==> src/rtl/vec_add_acc.sv <==
// ---------------------------------------------------------------------------
// vec_add_acc
//   LANES independent unsigned adders of WIDTH bits. Each result is widened
//   by GUARD bits (OUT_W = WIDTH + GUARD, GUARD >= 1). Two modes are chosen
//   on the first beat of a packet:
//     mode = 0 : elementwise. Each accepted beat gives one result, a + b
//                per lane.
//     mode = 1 : accumulate. A running per-lane sum of a + b is kept over
//                the packet. One result is produced on the in_last beat.
//   The block has one output register, so the result appears one cycle
//   after the beat that produces it is accepted.
//
//   Optional feature (macro VEC_ADD_ACC_SATURATE_EN):
//     defined   - a lane accumulator that goes past 2^OUT_W-1 clamps to
//                 all-ones and stays there for the rest of the packet.
//     undefined - lane accumulators wrap modulo 2^OUT_W.
//   In both builds out_ovf reports the overflow.
//
// Ports
//   clk        rising-edge clock
//   rst        synchronous, active-high reset
//   in_valid   input beat valid
//   in_ready   block can accept a beat (= !out_valid || out_ready)
//   in_a/in_b  operands; lane i at [i*WIDTH +: WIDTH]
//   in_last    last beat of the packet
//   mode       0 = elementwise, 1 = accumulate; sampled on the first beat
//   out_valid  result valid
//   out_ready  downstream accepts the result
//   out_sum    per-lane result; lane i at [i*OUT_W +: OUT_W]
//   out_ovf    per-lane overflow flag
//   out_beats  number of beats summed into the result (saturating)
// ---------------------------------------------------------------------------
module vec_add_acc #(
    parameter int WIDTH = 8,
    parameter int LANES = 4,
    parameter int GUARD = 8,
    parameter int CNT_W = 16
) (
    input  logic                            clk,
    input  logic                            rst,
    input  logic                            in_valid,
    output logic                            in_ready,
    input  logic [LANES*WIDTH-1:0]          in_a,
    input  logic [LANES*WIDTH-1:0]          in_b,
    input  logic                            in_last,
    input  logic                            mode,
    output logic                            out_valid,
    input  logic                            out_ready,
    output logic [LANES*(WIDTH+GUARD)-1:0]  out_sum,
    output logic [LANES-1:0]                out_ovf,
    output logic [CNT_W-1:0]                out_beats
);

    localparam int OUT_W = WIDTH + GUARD;
    localparam int SUM_W = OUT_W + 1;   // one extra bit catches the carry-out

    typedef enum logic [0:0] {
        ST_IDLE = 1'b0,
        ST_ACC  = 1'b1
    } state_t;

    state_t                   state_q, state_d;
    logic [LANES*OUT_W-1:0]   acc_q, acc_d;
    logic [LANES-1:0]         ovf_acc_q, ovf_acc_d;
    logic [CNT_W-1:0]         cnt_q, cnt_d;
    logic                     out_valid_q, out_valid_d;
    logic [LANES*OUT_W-1:0]   out_sum_q, out_sum_d;
    logic [LANES-1:0]         out_ovf_q, out_ovf_d;
    logic [CNT_W-1:0]         out_beats_q, out_beats_d;

    logic                     beat;
    logic [LANES*OUT_W-1:0]   pair_sum;    // a + b per lane (this cannot overflow)
    logic [LANES*OUT_W-1:0]   acc_add;     // acc + a + b per lane, wrapped or clamped
    logic [LANES-1:0]         lane_carry;  // carry-out beyond OUT_W this beat
    logic [CNT_W-1:0]         cnt_inc;

    assign in_ready = !out_valid_q || out_ready;
    assign beat     = in_valid && in_ready;
    assign cnt_inc  = (&cnt_q) ? cnt_q : cnt_q + CNT_W'(1);

    generate
        for (genvar gi = 0; gi < LANES; gi++) begin : g_lane
            logic [SUM_W-1:0] full_sum;

            assign pair_sum[gi*OUT_W +: OUT_W] = OUT_W'(in_a[gi*WIDTH +: WIDTH])
                                               + OUT_W'(in_b[gi*WIDTH +: WIDTH]);
            assign full_sum = SUM_W'(acc_q[gi*OUT_W +: OUT_W])
                            + SUM_W'(in_a[gi*WIDTH +: WIDTH])
                            + SUM_W'(in_b[gi*WIDTH +: WIDTH]);
            assign lane_carry[gi] = full_sum[OUT_W];
`ifdef VEC_ADD_ACC_SATURATE_EN
            // Once a lane has overflowed in this packet it stays pinned at
            // all-ones, even on later beats that add zero.
            assign acc_add[gi*OUT_W +: OUT_W] = (full_sum[OUT_W] || ovf_acc_q[gi])
                                              ? {OUT_W{1'b1}} : full_sum[OUT_W-1:0];
`else
            assign acc_add[gi*OUT_W +: OUT_W] = full_sum[OUT_W-1:0];
`endif
        end
    endgenerate

    // State register and every datapath flop.
    always_ff @(posedge clk) begin
        if (rst) begin
            state_q     <= ST_IDLE;
            acc_q       <= '0;
            ovf_acc_q   <= '0;
            cnt_q       <= '0;
            out_valid_q <= 1'b0;
            out_sum_q   <= '0;
            out_ovf_q   <= '0;
            out_beats_q <= '0;
        end else begin
            state_q     <= state_d;
            acc_q       <= acc_d;
            ovf_acc_q   <= ovf_acc_d;
            cnt_q       <= cnt_d;
            out_valid_q <= out_valid_d;
            out_sum_q   <= out_sum_d;
            out_ovf_q   <= out_ovf_d;
            out_beats_q <= out_beats_d;
        end
    end

    // Next-state logic. Only a mode=1 beat that is not the last one opens an
    // accumulate packet, so being in ST_ACC stands in for the latched mode.
    always_comb begin
        state_d = state_q;
        case (state_q)
            ST_IDLE: if (beat && mode && !in_last) state_d = ST_ACC;
            ST_ACC:  if (beat && in_last)          state_d = ST_IDLE;
            default: state_d = ST_IDLE;
        endcase
    end

    // Output and datapath logic.
    always_comb begin
        acc_d       = acc_q;
        ovf_acc_d   = ovf_acc_q;
        cnt_d       = cnt_q;
        // A result that is being taken drops out. A result that is not taken
        // is held. A beat that produces a result below overrides both, which
        // gives take-and-load with no bubble.
        out_valid_d = out_valid_q && !out_ready;
        out_sum_d   = out_sum_q;
        out_ovf_d   = out_ovf_q;
        out_beats_d = out_beats_q;
        if (beat) begin
            case (state_q)
                ST_IDLE: begin
                    if (!mode || in_last) begin
                        out_valid_d = 1'b1;
                        out_sum_d   = pair_sum;
                        out_ovf_d   = '0;
                        out_beats_d = CNT_W'(1);
                    end else begin
                        acc_d     = pair_sum;
                        ovf_acc_d = '0;
                        cnt_d     = CNT_W'(1);
                    end
                end
                ST_ACC: begin
                    if (in_last) begin
                        out_valid_d = 1'b1;
                        out_sum_d   = acc_add;
                        out_ovf_d   = ovf_acc_q | lane_carry;
                        out_beats_d = cnt_inc;
                        acc_d       = '0;
                        ovf_acc_d   = '0;
                        cnt_d       = '0;
                    end else begin
                        acc_d     = acc_add;
                        ovf_acc_d = ovf_acc_q | lane_carry;
                        cnt_d     = cnt_inc;
                    end
                end
                default: ;
            endcase
        end
    end

    assign out_valid = out_valid_q;
    assign out_sum   = out_sum_q;
    assign out_ovf   = out_ovf_q;
    assign out_beats = out_beats_q;

endmodule

==> config.mk <==
export PLATFORM = sky130hd
export DESIGN_NAME = vec_add_acc
export DESIGN_NICKNAME = d
export VERILOG_FILES = /design/src/rtl/vec_add_acc.sv
export SDC_FILE = /design/constraint.sdc
export NUM_CORES = 1
export LEC_CHECK = 0
export CORE_MARGIN = 4
export CORE_UTILIZATION = 45
export DETAILED_ROUTE_END_ITERATION = 16
export PLACE_DENSITY = 0.73
export REMOVE_ABC_BUFFERS = 1
export SYNTH_ARGS = -nofsm -noshare
export SYNTH_HDL_FRONTEND = slang
export SYNTH_SLANG_ARGS = --single-unit
==> constraint.sdc <==
create_clock -name clk -period 3.9 [get_ports clk]
set_input_delay 0.78 -clock clk [delete_from_list [all_inputs] [get_ports clk]]
set_output_delay 0.78 -clock clk [all_outputs]
set_load 0.02 [all_outputs]
==> flow_summary.toml <==
[setup_path]
path_class = "input port to register"
cp_cell_sequence = "clkdlybuf4s50_1, inv_1, fa_1, inv_1, ha_1, fa_1, a21o_1, a221oi_2, a21oi_2, and3_1, nor3b_1, a21o_1"
regToRegSetupSlack_ns = 1.04
worstPathRequired_ns = 4.23
crit_fanout = 4
cpMaxStageDelayCell = "fa_1"
endpoint_kind = "register"
max_stage_delay_ns = 0.54
startpoint_type = "input port"
arrival_ns = 3.77
crit_family = "adder cells"
critPathBufInv = 3

[clocking]
holdBufCountCts = 0
cts_buffers = 17
cts_resized = 0
insertion_delay_ns = 0.43
cts_htree_levels = 4
clk_pin_slew_ns = 0.07
clk_path_buf_depth = 2
cts-root-buf = "clkbuf_16"
clock_sinks = 170
cts_tree = "built"
cts_setup_buffers = 0

[placed_design]
gp_congestion = 0.8919
dp_slack_ns = 0.02214
port_buffers = 155
dpl.hpwl_mm = 20.48
dpl.cell_count = 1656
place_area_mm2 = 0.01234

[power]
vdd_drop_max_mv = 0.2096
p_leak_nw = 4.842
power_density_mw_per_mm2 = 382.7
power.total_mw = 4.951

[synthesis]
synthCells = 1228
postSynthAreaPerCell_um2 = 8.531
yosysMostFrequentCell = "dfxtp_1"
synth_ff_type = "dfxtp_1"
synthSimpleGateAreaFrac_pct = 17.43
ys_top_cells_by_area = "dfxtp_1, ha_1, fa_1, xnor2_1, nor2_1"
ys_seq_area_share_pct = 32.49
synth.distinct_cells = 69
synth_edf_count = 0
synth_compound_gate_area_share_pct = 24.14
synthTopCellsByCount = "dfxtp_1, nor2_1, nand2_1, o21ai_0, a21oi_1"
yosys_warnings = 0
synthArstFlopShare_pct = 0
synth.area.mux_share_pct = 0.1911
synth_top_family_by_area = "compound AO/OA/AOI/OAI gates"
yosys.area_share.xor_xnor_pct = 6.187
ys_seq_elements = 170
synth_top_area_share_pct = 32.49
synthAdderAreaFrac_pct = 15.41
synth_top_area_cell = "dfxtp_1"
synth_area_mm2 = 0.01048

[timing]
relSlewSlack_pct = 26.24
setup-tns-final_ns = 0
min_period_ns = 3.439
hold_slack_ns = 0.4498
period_share_pct = 88.19
fin_ws_ns = 0.4606
tightestPinTransition_ns = 1.104
finalClockSkew_ns = 0.01501
slew_violations = 0
final-setup-viol-count = 0
rsz0062_at_grt = "false"
fmax_mhz = 290.8
hold_violations = 0

[job]
cap_viol_max_count = 0

[floorplan]
ios = 156
die_w_um = 160.6
die_area_mm2 = 0.02579
rows = 55
fp.dieH_um = 160.6
coreArea_mm2 = 0.02278
initial_core_util_pct = 45.99

[cells_and_area]
nNetsFinal = 1537
finalNonFillerCells = 1688
fin_util_pct = 56.80
antennaDiodeCount = 0
nFillCells = 2111
area_growth_pct = 23.49
fin_area_mm2 = 0.01294
drive_above_1_share_pct = 6.255

[detailed_routing]
route.detailed.wl_per_inst_um = 17.21
vias = 9570
drc = 0
routed_wl_mm = 29.05
vias_per_cell = 5.669
dr.pass1.iters = 5
initialDrtViolationCount = 447
ant_nets = 0

[global_route]
overflow = 0
antenna_found_initial = 0
grt_pass1_wl_mm = 47.84
grt_usage_pct = 22.28
grt_max_degree = 61
grt_pass1_vias = 9478

[status]
status = "finished, final reports clean"

[min_path]
min_path_type = "register to register"
-- power by group --
part	total (mW)	leakage, nW	internal (mW)	switching, mW
combinational	1.35	3.17	0.579	0.768
clock	1.75	0.294	0.920	0.832
sequential	1.85	1.38	1.81	0.0473
-- routing by layer --
metal	global-route usage, %	vias to the layer above	routed length [µm]
li1	-	4739	-
met1	29.57	4500	13010
met2	37.68	296	13810
met3	3.798	35	1825
met4	5.944	0	408
met5	0	-	0
-- layout make-up --
| class | instances | area, µm² | area share, % |
|---|---|---|---|
| sequential | 170 | 3405 | 26.32 |
| clock inverter | 15 | 175.2 | 1.354 |
| timing repair buffer | 182 | 1752 | 13.54 |
| multi-input combinational | 958 | 6665 | 51.52 |
| clock buffer | 17 | 425.4 | 3.288 |
| tap | 313 | 391.6 | 3.027 |
| inverter | 33 | 123.9 | 0.9574 |
-- flip-flops by register name, indices dropped and copies added (netlist names) --
register / flops
out_ovf: 4
out_valid: 1
out_beats: 16
acc_q: 64
state_q: 1
cnt_q: 16
out_sum: 64
ovf_acc_q: 4
-- kinds of logic (layout without fill, tap and decap cells) --
group,Yosys count,in the layout
AOI/OAI and AO/OA,384,384
xor gates and xnor gates,74,74
adders and majority gates,105,105
buffers and inverters,100,247
DFF,170,170
muxes,2,2
and+or+nand+nor,393,393
-- path summary, 6_finish.rpt --
kind,start,endpoint,depth (start not counted)
max,in_a[9],acc_q[29],12
min,out_beats[2],out_beats[2],2
max reg2reg,acc_q[17],acc_q[29],11
min reg2reg,out_beats[2],out_beats[2],2
-- placed cells by master (no fill, tap or decap), types with 18 or more instances in the layout --
cell and n:
dfxtp_1 169, clkdlybuf4s50_1 154, nor2_1 123, nand2_1 99, o21ai_0 91, a21oi_1 74
ha_1 65, a211oi_1 61, xnor2_1 56, nor3_1 42, nand3_1 40, fa_1 40
inv_1 32, buf_4 28, a31oi_1 23, or3_1 22, a21o_1 20, a311oi_1 20
xor2_1 18
-- worst reg2reg max path, cell delays in order (launching register included) --
cell and delay (ns):
dfxtp_1 0.31, inv_1 0.06, fa_1 0.49, inv_1 0.05, ha_1 0.22, fa_1 0.38, a21o_1 0.22, a221oi_2 0.34
a21oi_2 0.16, and3_1 0.23, nor3b_1 0.14, a21o_1 0.16
Note: power is estimated with default switching activity, not from simulation.
